## src/rtl/mmu_arbiter.sv

```systemverilog
// rtl/mmu_arbiter.sv - two-requester round-robin job arbiter in front of an MMU sequencer
// Optional stall watchdog enabled by defining MMU_ARB_TIMEOUT_EN.
module mmu_arbiter (
    input  logic       clk,
    input  logic       rst,
    input  logic       req0,
    input  logic       req1,
    input  logic       in_valid0,
    input  logic       in_valid1,
    input  logic [7:0] in_data0,
    input  logic [7:0] in_data1,
    input  logic       out_ready0,
    input  logic       out_ready1,
    input  logic       mmu_done,
    input  logic [7:0] mmu_data,
    output logic       gnt0,
    output logic       gnt1,
    output logic       mem_load_en,
    output logic [7:0] mem_data,
    output logic       out_valid0,
    output logic       out_valid1,
    output logic [7:0] out_data,
    output logic       mmu_rd_next,
    output logic       mmu_clear,
    output logic       busy,
    output logic       timeout_err
);

    typedef enum logic [2:0] {
        IDLE    = 3'd0,
        LOAD    = 3'd1,
        COMPUTE = 3'd2,
        DRAIN   = 3'd3,
        RELEASE = 3'd4
    } state_t;

    state_t     state;
    logic       sel;
    logic       last_served;
    logic [2:0] byte_cnt;
    logic [1:0] beat_cnt;

    logic       req_sel;
    logic       valid_sel;
    logic       ready_sel;
    logic [7:0] data_sel;
    logic       active;
    logic       accept;
    logic       drain_valid;
    logic       handshake;
    logic       timeout_hit;

    assign req_sel   = sel ? req1 : req0;
    assign valid_sel = sel ? in_valid1 : in_valid0;
    assign ready_sel = sel ? out_ready1 : out_ready0;
    assign data_sel  = sel ? in_data1 : in_data0;

    assign active = (state == LOAD) || (state == COMPUTE) || (state == DRAIN);
    assign gnt0   = active & ~sel;
    assign gnt1   = active & sel;

    // A dropping request wins over a byte offered in the same cycle: nothing moves once abort is seen.
    assign accept      = (state == LOAD) & req_sel & valid_sel;
    assign mem_load_en = accept;
    assign mem_data    = accept ? data_sel : 8'h00;

    assign drain_valid = (state == DRAIN) & req_sel;
    assign out_valid0  = drain_valid & ~sel;
    assign out_valid1  = drain_valid & sel;
    assign out_data    = drain_valid ? mmu_data : 8'h00;
    assign handshake   = drain_valid & ready_sel;
    assign mmu_rd_next = handshake;

    assign mmu_clear = (state == RELEASE);
    assign busy      = (state != IDLE);

`ifdef MMU_ARB_TIMEOUT_EN
    logic [7:0] stall_cnt;
    logic       stalled;
    logic       timeout_q;

    assign stalled     = ((state == LOAD) & ~accept) | ((state == DRAIN) & ~handshake);
    assign timeout_hit = stalled & req_sel & (stall_cnt == 8'd254);
    assign timeout_err = timeout_q;

    always_ff @(posedge clk or posedge rst) begin
        if (rst) begin
            stall_cnt <= 8'd0;
            timeout_q <= 1'b0;
        end else begin
            stall_cnt <= stalled ? stall_cnt + 8'd1 : 8'd0;
            timeout_q <= timeout_hit;
        end
    end
`else
    assign timeout_hit = 1'b0;
    assign timeout_err = 1'b0;
`endif

    always_ff @(posedge clk or posedge rst) begin
        if (rst) begin
            state       <= IDLE;
            sel         <= 1'b0;
            last_served <= 1'b1;
            byte_cnt    <= 3'd0;
            beat_cnt    <= 2'd0;
        end else begin
            case (state)
                IDLE: begin
                    byte_cnt <= 3'd0;
                    beat_cnt <= 2'd0;
                    if (req0 | req1) begin
                        sel   <= (req0 & req1) ? ~last_served : req1;
                        state <= LOAD;
                    end
                end
                LOAD: begin
                    if (!req_sel || timeout_hit) begin
                        state <= RELEASE;
                    end else if (accept) begin
                        byte_cnt <= byte_cnt + 3'd1;
                        if (byte_cnt == 3'd7) begin
                            state <= COMPUTE;
                        end
                    end
                end
                COMPUTE: begin
                    if (!req_sel) begin
                        state <= RELEASE;
                    end else if (mmu_done) begin
                        state <= DRAIN;
                    end
                end
                DRAIN: begin
                    if (!req_sel || timeout_hit) begin
                        state <= RELEASE;
                    end else if (handshake) begin
                        beat_cnt <= beat_cnt + 2'd1;
                        if (beat_cnt == 2'd3) begin
                            state <= RELEASE;
                        end
                    end
                end
                RELEASE: begin
                    last_served <= sel;
                    state       <= IDLE;
                end
                default: state <= IDLE;
            endcase
        end
    end

endmodule
```

## config.mk

```make
export PLATFORM = sky130hd
export DESIGN_NAME = mmu_arbiter
export DESIGN_NICKNAME = d
export VERILOG_FILES = /design/src/rtl/mmu_arbiter.sv
export SDC_FILE = /design/constraint.sdc
export NUM_CORES = 1
export LEC_CHECK = 0
export CAP_MARGIN = 20
export CORE_ASPECT_RATIO = 1.2
export CORE_MARGIN = 3
export CORE_UTILIZATION = 25
export DETAILED_ROUTE_END_ITERATION = 8
export GPL_TIMING_DRIVEN = 0
export PLACE_DENSITY = 0.65
export SLEW_MARGIN = 40
export SYNTH_ARGS = -nofsm -noshare
export SYNTH_HDL_FRONTEND = slang
export SYNTH_SLANG_ARGS = --single-unit
```

## constraint.sdc

```tcl
create_clock -name clk -period 1.9 [get_ports clk]
set_input_delay 0.38 -clock clk [delete_from_list [all_inputs] [get_ports clk]]
set_output_delay 0.38 -clock clk [all_outputs]
set_load 0.02 [all_outputs]
```

==> key figures, run 1 <==
Logic synthesis
  – Syn_area_per_cell: 9.06 µm²
  – Xor and xnor area share after synthesis: 0
  – Synth Area in Simple Gates: 0.286
  – Top cell type's share of synthesized area: 0.249
  – Synth Area in Compound Gates: 0.131
  – Largest family of logic cells by synthesized area: simple AND/OR/NAND/NOR gates
  – Yosys top cell by area: dfrtp_1
  – Flops & latches, synth: 10
  – Syn_nets: 136
  – Post-Synthesis Cells: 100
  – YS warnings: 0
  – Ranking of synthesized cells by area: dfrtp_1 25%, mux2i_1 8.8%, and2_1 6.2%
  – Multiplexer share of the synthesized area: 0.175
  – Adder-cell area share of the yosys netlist: 0.0414
  – Post-synth cell types: 37
  – Post-synthesis sequential area ratio: 0.278
  – Post-Synthesis Cell Area: 906 µm²

Timing
  – Post-route minimum period: 2010 ps
  – Final max-slew violation count: 0
  – Final WS setup: -111 ps
  – Final Hold Fails: 0
  – Count of final setup violators: 16
  – RSZ-0062 raised after global routing: yes
  – Fmax: 497 MHz
  – Final Cycle Share: 1.06
  – Layout Skew: roughly 3.2 ps

Worst setup path
  – CP Class: flop to output port
  – CP required: 1520 ps
  – Largest stage delay on the critical path: 370 ps
  – Worst setup EP type: output port
  – Largest delay share family, worst path: buffers and inverters
  – WP buf/inv: 4
  – CP max stage cell: dfrtp_1
  – Critical Path AT: ~1600 ps
  – Crit path top cell by count: buf_6
  – CP Max Fanout: 5
  – CP Launch Type: flop
  – Critical-path cell list: buf_6 -> mux2i_4 -> nand3b_1 -> buf_6 -> buf_6 -> nor2_4 -> buf_6

Route
  – Via count: 1044
  – DR iter-0 viols: 22
  – Via/cell ratio: 4.77
  – Post-route ant nets: 0
  – Routed wire length: 3060 µm
  – Remaining routing DRC violations: 0
  – Drt pass-1 iters: 3
  – WL per Instance: approximately 14 µm

Die
  – DIE AREA: between 4000 and 5000 µm²
  – Num rows: 23
  – IO Pins: 58
  – Initial Utilization: 0.267
  – Die Ht: around 72 µm
  – Die Wd: approximately 61 µm
  – Area of the core: 3400 µm²

CTS
  – Root buffer cell: clkbuf_8
  – Sink Count: 10
  – Clk slew on worst S/H paths: 50 ps
  – CTS tree: built
  – CTS Buffer Depth: 2
  – # H-tree levels: 1
  – Clk_lat worst skew: 240 ps
  – Total CTS buffers: 3

GRT
  – First-pass GRT wire length: 4750 µm
  – Largest net degree at the start of global routing: 11
  – All-Layer GR Usage: 0.142
  – Initial antenna violation count: 0
  – Vias in the first global route: 1169
  – Gr ovfl total: 0

Place
  – DP Area: ~1500 µm²
  – Number of buffers inserted by port buffering: 56
  – Gpl congestion: 0.782
  – HPWL after DPL: approximately 2300 µm

Status
  – Failing checks: negative setup slack
  – Status: complete, but fails checks

Cells and area
  – Inserted Diodes: 0
  – Most frequent cells in the layout: 28 x clkdlybuf4s50_1, 27 x buf_6, 19 x buf_4
  – Fin nets: 219
  – Commonest non-fill, non-tap cell in the layout: clkdlybuf4s50_1
  – Share of post-route cells with drive strength above 1: 0.495
  – Synthesis-to-layout area growth: 103%
  – Final Instance Area: about 1800 µm²

Flow run
  – Max Cap Violations: 0

Pwr
  – Peak supply drop: 0.546 mV
  – PD cells: between 1000 and 1500 nW/µm²
  – Power, Total: 0.00195 W
  – Pleak: 0.874 nW

Hold path
  – Hold Crit Class: input pin to async pin
[routing by layer]
layer	vias to the layer above	global-route usage	share of wire
met2	57	0.271	0.56
met5	-	0	0
met4	0	0.0554	0.015
met1	477	0.130	0.32
li1	505	-	-
met3	5	0.0516	0.10
[per-stage QoR]
| stage | hold slack, ps | std cells | setup TNS (ps) | worst slack [ps] | util |
|---|---|---|---|---|---|
| 2_1_floorplan | 219 | 100 | 0 | 41.8 | - |
| 3_3_place_gp | 474 | 193 | -15150 | -906 | 0.445 |
| 3_5_place_dp | 483 | 193 | -16110 | -972 | 0.445 |
| 4_1_cts | 447 | 216 | -729 | -103 | 0.518 |
| 5_1_grt | 447 | 219 | -2210 | -166 | 0.541 |
| 6_report | 428 | 219 | -974 | -111 | 0.541 |
[Yosys cell counts (all sizes together)]
master   instances
mux2i            9
nand3b           3
nand2b           2
dfstp            1
nor3b            2
o21ai            7
and3b            1
ha               3
clkbuf           3
o32ai            1
mux2             5
inv              6
nor3             2
a2111oi          1
a32o             1
or3b             1
and2b            1
or3              1
nand2            7
nand3            3
a21o             1
conb             1
or2              3
and2             9
a22o             1
dfrtp            9
buf              4
nor2            11
a221oi           1
[logic make-up (layout without fill, tap and decap cells)]
family	count (synthesis)	in the layout
other	1	1
DFF	10	10
AOI/OAI and AO/OA	13	13
buffers and inverters	13	95
and+or+nand+nor	46	46
adders and majority gates	3	3
muxes	14	14
[registers in the layout, summed over array words and instances, names as in the netlist]
register / count
beat_cnt: 2
byte_cnt: 3
last_served: 1
sel: 1
state: 3
[final cells by class]
cell class | instances | area (µm²)
Fill cell | 316 | 1560
Timing Repair Buffer | 79 | 743
Multi-Input combinational cell | 77 | 667
Sequential cell | 10 | 254
Buffer | 6 | 60.1
Tap cell | 37 | 46.3
Clock buffer | 4 | 45.0
Inverter | 6 | 22.5
[power by group]
| part | leakage [nW] | total [W] | internal (W) | switching (W) |
|---|---|---|---|---|
| Combinational | 0.724 | 0.00137 | 0.000740 | 0.000626 |
| Sequential | 0.127 | 0.000353 | 0.000292 | 0.0000606 |
| Clock | 0.0228 | 0.000235 | 0.000147 | 0.0000881 |
[repair_timing]
action / CTS / global route
gates cloned: 1 / 0
buffers inserted: 19 / 3
setup endpoints to repair: 25 / 24
hold buffers: 0 / 0
pin swaps: 3 / 5
gates resized for setup: 152 / 21
hold endpoints to repair: 0 / 0
[worst paths after layout]
kind,slack (ps),to,depth (start not counted),startpoint
setup / recovery,-110,mem_data[5],7,sel
hold / removal,430,beat_cnt[0],2,rst
setup reg to reg,-60,state[1],9,sel
hold reg to reg,480,byte_cnt[0],1,byte_cnt[0]
max in group asynchronous,1150,last_served,2,rst
min in group clk,480,byte_cnt[0],1,byte_cnt[0]
[worst reg2reg max path, delay by kind of cell (launching register included)]
family                 cells  cell delay [ps]
and+or+nand+nor            1               50
muxes                      2              550
buffers and inverters      5              650
AOI/OAI and AO/OA          1              270
DFF                        1              330
No activity file was read; power rests on OpenSTA's default activity.
==> inputs of run 2 (changes only) <==
--- a/config.mk
+++ b/config.mk
@@ -7,11 +7,12 @@
 export LEC_CHECK = 0
 export CAP_MARGIN = 20
 export CORE_ASPECT_RATIO = 1.2
-export CORE_MARGIN = 3
 export CORE_UTILIZATION = 25
+export CTS_CLUSTER_DIAMETER = 80
 export DETAILED_ROUTE_END_ITERATION = 8
 export GPL_TIMING_DRIVEN = 0
 export PLACE_DENSITY = 0.65
+export SKIP_LAST_GASP = 1
 export SLEW_MARGIN = 40
 export SYNTH_ARGS = -nofsm -noshare
 export SYNTH_HDL_FRONTEND = slang
==> key figures, run 2 (synthesis gave the netlist of run 1 again) <==
Status
  – Status: complete, but fails checks
  – Failing checks: design-rule violations, negative setup slack

GRT
  – Vias in the first global route: 1031 (-12%)
  – First-pass GRT wire length: 4390 µm (-7.7%)
  – Initial antenna violation count: 0 (unchanged)
  – Gr ovfl total: 0 (unchanged)
  – Largest net degree at the start of global routing: 11 (unchanged)
  – All-Layer GR Usage: 0.149 (+0.00648)

Cells and area
  – Most frequent cells in the layout: 30 x clkdlybuf4s50_1, 21 x buf_4, 14 x buf_6
  – Share of post-route cells with drive strength above 1: 0.457 (-0.0379)
  – Synthesis-to-layout area growth: 85.6%
  – Largest registers: byte_cnt x3, state x3, beat_cnt x2
  – Fin nets: 210 (-4.1%)
  – Final std cells w/o fill: 210 (-4.1%)
  – Commonest non-fill, non-tap cell in the layout: clkdlybuf4s50_1
  – Inserted Diodes: 0 (unchanged)

Worst setup path
  – CP max stage cell: dfrtp_2
  – RR Endpoint: state[1]
  – CP Class: flop to output port
  – Critical Path AT: 1570 ps (-60 ps)
  – Largest stage delay on the critical path: 450 ps (+80 ps)
  – Crit path top cell by count: buf_6
  – CP Launch Type: flop
  – Flop2flop setup slack: 10 ps (+70 ps)
  – CP required: 1520 ps (about the same)
  – Critical-path cell list: nand3b_1 -> nor2_4 -> buf_6 -> buf_6 -> and2_4 -> buf_6
  – Worst setup EP type: output port
  – FF-to-FF path depth: 7 (-2)
  – CP Max Fanout: 5 (unchanged)
  – RR Startpoint: sel

Place
  – Gpl congestion: 0.823 (+5.3%)
  – Number of buffers inserted by port buffering: 56 (unchanged)
  – Placed Cells: 193 (unchanged)
  – HPWL after DPL: 1950 µm (-14%)

CTS
  – Clk slew on worst S/H paths: 50 ps (about the same)
  – CTS Buffer Depth: 2 (unchanged)
  – Sink Count: 10 (unchanged)
  – Root buffer cell: clkbuf_8
  – # H-tree levels: 1 (unchanged)
  – Clk_lat worst skew: 240 ps (about the same)
  – CTS tree: built
  – Total CTS buffers: 3 (unchanged)
  – Post-CTS Hold Buffers: 0 (unchanged)

Route
  – DR iter-0 viols: 18 (-18%)
  – Via count: 1011 (-3.2%)
  – Routed wire length: 2760 µm (-9.8%)
  – Post-route ant nets: 0 (unchanged)
  – WL per Instance: 13.1 µm (-5.9%)
  – Via/cell ratio: 4.81 (+0.99%)
  – Drt pass-1 iters: 5 (+2)
  – Remaining routing DRC violations: 8 (+8)

Pwr
  – Psw: 0.000708 W (-8.6%)
  – Pleak: 0.809 nW (-7.4%)
  – Flop pwr share: 0.207 (+0.026)
  – Comb pwr share: 0.642 (-0.057)
  – Clk network pwr share: 0.151 (+0.030)
  – Peak supply drop: 0.494 mV (-9.5%)
  – P_int: 0.00108 W (-8.4%)
  – Switching part of the total: 0.396 (-0.000493)
  – Power, Total: 0.00179 W (-8.5%)
  – PD cells: 1060 nW/µm² (about the same)

Timing
  – RSZ-0062 raised after global routing: yes
  – Post-route minimum period: 1950 ps (-65.3 ps)
  – Final WS setup: -45.4 ps (+65.3 ps)
  – Final Hold Fails: 0 (unchanged)
  – Fmax: 514 MHz (+3.4%)
  – Final Cycle Share: 1.02 (-0.0344)
  – Hold slack final: 438 ps (+10.7 ps)
  – Setup TNS: -148 ps (+826 ps)
  – Count of final setup violators: 7 (-9)
  – Final max-slew violation count: 0 (unchanged)
  – Layout Skew: 1.72 ps (-1.52 ps)

Die
  – Die Wd: 57.0 µm (-6.6%)
  – Area of the core: 3400 µm² (unchanged)
  – Die Ht: 67.9 µm (-5.6%)
  – DIE AREA: 3870 µm² (-12%)
  – Initial Utilization: 0.267 (unchanged)
  – Num rows: 23 (unchanged)
  – IO Pins: 58 (unchanged)

Flow run
  – Max Cap Violations: 0 (unchanged)

Hold path
  – Hold Crit Class: input pin to async pin
-- run 2: cell types whose count changed in the layout (fill, tap and decap cells not counted), moves of 2 or more --
cell	change
buf_4	+2
buf_6	-13
clkbuf_2	+3
clkdlybuf4s50_1	+2
dlygate4sd2_1	-2
mux2_4	-2
nor2_1	+3
nor2_2	+2
nor2_4	-5
-- run 2: worst max-delay path by stage --
stage                  start           to  slack (ps)  cells after the start
CTS                      sel  mem_data[0]        -150                      6
global route        state[2]  out_data[3]        -100                      6
detailed placement      req0  mem_data[3]        -950                      6
floorplan                sel  mem_data[0]          40                      5
finish              state[2]  out_data[3]         -50                      6
global placement        req0  mem_data[3]        -920                      6
-- run 2: cell type report --
cell class | count | area [µm²]
Multi-Input combinational cell | 77 | 618
Inverter | 6 | 22.5
Sequential cell | 10 | 255
Buffer | 5 | 42.5
Fill cell | 339 | 1710
Tap cell | 37 | 46.3
Clock buffer | 4 | 55.1
Timing Repair Buffer | 71 | 642
-- run 2: critical path, delay by kind of cell, from the launching register on --
family | cells | cell delay [ps]
and+or+nand+nor | 3 | 560
DFF | 1 | 450
buffers and inverters | 3 | 320
-- run 2: metal layers --
metal	vias up	share of wire	track usage	routed length, µm
met5	-	0	0	0
met4	0	0.013	0.0610	37
met3	5	0.093	0.0359	256
met2	54	0.57	0.309	1570
met1	465	0.33	0.137	897
li1	487	-	-	-
-- run 2: metrics by stage --
stage	setup WS (ps)	utilization	area [µm²]
2_1_floorplan	41.8	-	906
3_3_place_gp	-920	0.445	1510
3_5_place_dp	-950	0.445	1510
4_1_cts	-150	0.494	1680
5_1_grt	-101	0.495	1680
6_report	-45.4	0.495	1680
-- run 2: power groups by stage --
stage	Clock, W	Sequential (W)	Combinational, W
after floorplan	0	0.000335	0.000704
after global placement	0	0.000352	0.00102
after global routing	0.000285	0.000380	0.00124
after CTS	0.000278	0.000357	0.00113
after detailed placement	0	0.000354	0.00104
final	0.000269	0.000370	0.00115
-- run 2: timing repair --
action,CTS,global route
pin swaps,1,5
resized for setup,106,38
gates cloned,1,0
buffers inserted,11,4
setup endpoints to repair,24,23
==> inputs of run 3 (changes only) <==
--- a/config.mk
+++ b/config.mk
@@ -7,6 +7,7 @@
 export LEC_CHECK = 0
 export CAP_MARGIN = 20
 export CORE_ASPECT_RATIO = 1.2
+export CORE_MARGIN = 10
 export CORE_UTILIZATION = 25
 export CTS_CLUSTER_DIAMETER = 80
 export DETAILED_ROUTE_END_ITERATION = 8
==> constraint.sdc (replaced) <==
create_clock -name clk -period 2.3 [get_ports clk]
set_input_delay 0.46 -clock clk [delete_from_list [all_inputs] [get_ports clk]]
set_output_delay 0.46 -clock clk [all_outputs]
set_load 0.02 [all_outputs]
==> key figures, run 3 (synthesis gave the netlist of run 1 again) <==
Cells and area
  – Largest registers: byte_cnt x3, state x3, beat_cnt x2
  – Synthesis-to-layout area growth: 75.6%
  – Commonest non-fill, non-tap cell in the layout: clkdlybuf4s50_1
  – Share of post-route cells with drive strength above 1: 0.241 (-0.216)
  – Inserted Diodes: 0 (unchanged)
  – Final Util: 0.464 (-0.0308)
  – Fin nets: 199 (-5.2%)
  – Most frequent cells in the layout: 31 x clkdlybuf4s50_1, 10 x nor2_1, 9 x and2_1

Die
  – Die Ht: 85.9 µm (+26%)
  – DIE AREA: 6440 µm² (+66%)
  – IO Pins: 58 (unchanged)
  – Die Wd: 75.0 µm (+32%)
  – Area of the core: 3420 µm² (+0.85%)
  – Initial Utilization: 0.265 (-0.00224)
  – Num rows: 23 (unchanged)

Timing
  – Post-route minimum period: between 2000 and 2500 ps
  – Setup TNS: 0 ps (+148 ps)
  – Final Cycle Share: 0.967
  – Final WS setup: 76.3 ps (+122 ps)
  – RSZ-0062 raised after global routing: no
  – Final Hold Fails: 0 (unchanged)
  – Fmax: between 400 and 500 MHz
  – Count of final setup violators: 0 (-7)
  – Final max-slew violation count: 0 (unchanged)
  – Hold slack final: 491 ps (+52.6 ps)
  – Layout Skew: 3.23 ps (+1.51 ps)

Pwr
  – Peak supply drop: 0.335 mV (-32%)
  – Power, Total: 0.00135 W (-24%)
  – Pleak: 0.752 nW (-7.0%)
  – PD cells: 852 nW/µm² (-20%)

Status
  – Status: completed

Route
  – Drt pass-1 iters: 4 (-1)
  – Via count: 954 (-5.6%)
  – Via/cell ratio: 4.79 (-0.42%)
  – WL per Instance: 14.6 µm (+11%)
  – Post-route ant nets: 0 (unchanged)
  – Remaining routing DRC violations: 0 (-8)
  – Routed wire length: 2920 µm (+5.7%)
  – DR iter-0 viols: 12 (-6)

Worst setup path
  – CP required: 1840 ps (+320 ps)
  – CP Class: input pin to output port
  – CP Max Fanout: 10 (+5)
  – CP Launch Type: input pin
  – Worst setup EP type: output port
  – Critical Path AT: 1760 ps (+190 ps)

CTS
  – Root buffer cell: clkbuf_8
  – Clk_lat worst skew: 240 ps (about the same)
  – CTS tree: built
  – Post-CTS Hold Buffers: 0 (unchanged)
  – Sink Count: 10 (unchanged)
  – Clk slew on worst S/H paths: 50 ps (about the same)
  – # H-tree levels: 1 (unchanged)
  – Total CTS buffers: 3 (unchanged)
  – CTS Buffer Depth: 2 (unchanged)

Hold path
  – Hold Crit Class: flop to flop

Flow run
  – Max Cap Violations: 0 (unchanged)

GRT
  – Largest net degree at the start of global routing: 11 (unchanged)
  – Vias in the first global route: 1021 (-0.97%)
  – All-Layer GR Usage: 0.0892 (-0.0594)
  – Initial antenna violation count: 0 (unchanged)
  – First-pass GRT wire length: 4550 µm (+3.8%)
  – Gr ovfl total: 0 (unchanged)

Place
  – HPWL after DPL: 2510 µm (+29%)
  – Number of buffers inserted by port buffering: 56 (unchanged)
  – Pre-CTS setup slack: -728 ps (+222 ps)
  – Gpl congestion: 0.786 (-4.4%)
==> run 3: cell count changes in the layout (fill, tap and decap cells not counted), moves of 7 or more <==
cell             previous run  this run
buf_6                      14         3
buf_4                      21         4
and2_1                      1         9
clkdlybuf4s15_1             0         7
clkdlybuf4s15_2             0         8
and2_4                      8         0
==> run 3: critical path, stage by stage <==
cell and delay, ps:
clkdlybuf4s50_1 410, mux2_2 270, nand3b_1 90, buf_4 170, inv_1 40, dlygate4sd2_1 310
==> run 3: repair_timing <==
| item | CTS | global route |
|---|---|---|
| endpoints found under the setup margin | 23 | 3 |
| gates resized for setup | 48 | 4 |
| setup buffers | 3 | 0 |
| cloned | 0 | 0 |
==> run 3: final timing paths <==
check / from / endpoint / cells after the start / slack [ps]
setup / recovery: in_valid0 / mem_load_en / 6 / 80
hold / removal: byte_cnt[0] / byte_cnt[0] / 1 / 490
setup reg to reg: sel / state[1] / 6 / 480
hold reg to reg: byte_cnt[0] / byte_cnt[0] / 1 / 490
max in group asynchronous: rst / last_served / 2 / 1470
min in group asynchronous: rst / sel / 2 / 510
==> run 3: area by class of cell <==
| type | count | area, µm² |
|---|---|---|
| fillers | 331 | 1830 |
| repair buffers | 59 | 584 |
| multi-input cells | 77 | 578 |
| flip-flops and latches | 10 | 253 |
| clock buffers | 4 | 55.1 |
| plain buffers | 6 | 51.3 |
| well taps | 37 | 46.3 |
| inverters | 6 | 22.5 |
==> run 3: through the flow <==
stage / cells / instance area [µm²]
finish: 199 / 1590
global route: 199 / 1590
detailed placement: 193 / 1510
CTS: 199 / 1590
floorplan: 100 / 906
global placement: 193 / 1510
==> run 3: layer usage <==
metal  up-vias  wire, µm  track usage
li1        464         -            -
met1       432      1090       0.0817
met2        53      1330        0.150
met3         5       461       0.0669
met4         0        31       0.0259
met5         -         0            0
==> run 3: power by group <==
| part | switching, W | leakage (nW) | internal, W |
|---|---|---|---|
| clock | 0.0000714 | 0.0288 | 0.000151 |
| sequential | 0.0000563 | 0.128 | 0.000240 |
| combinational | 0.000415 | 0.596 | 0.000422 |
| total | 0.000543 | 0.752 | 0.000812 |
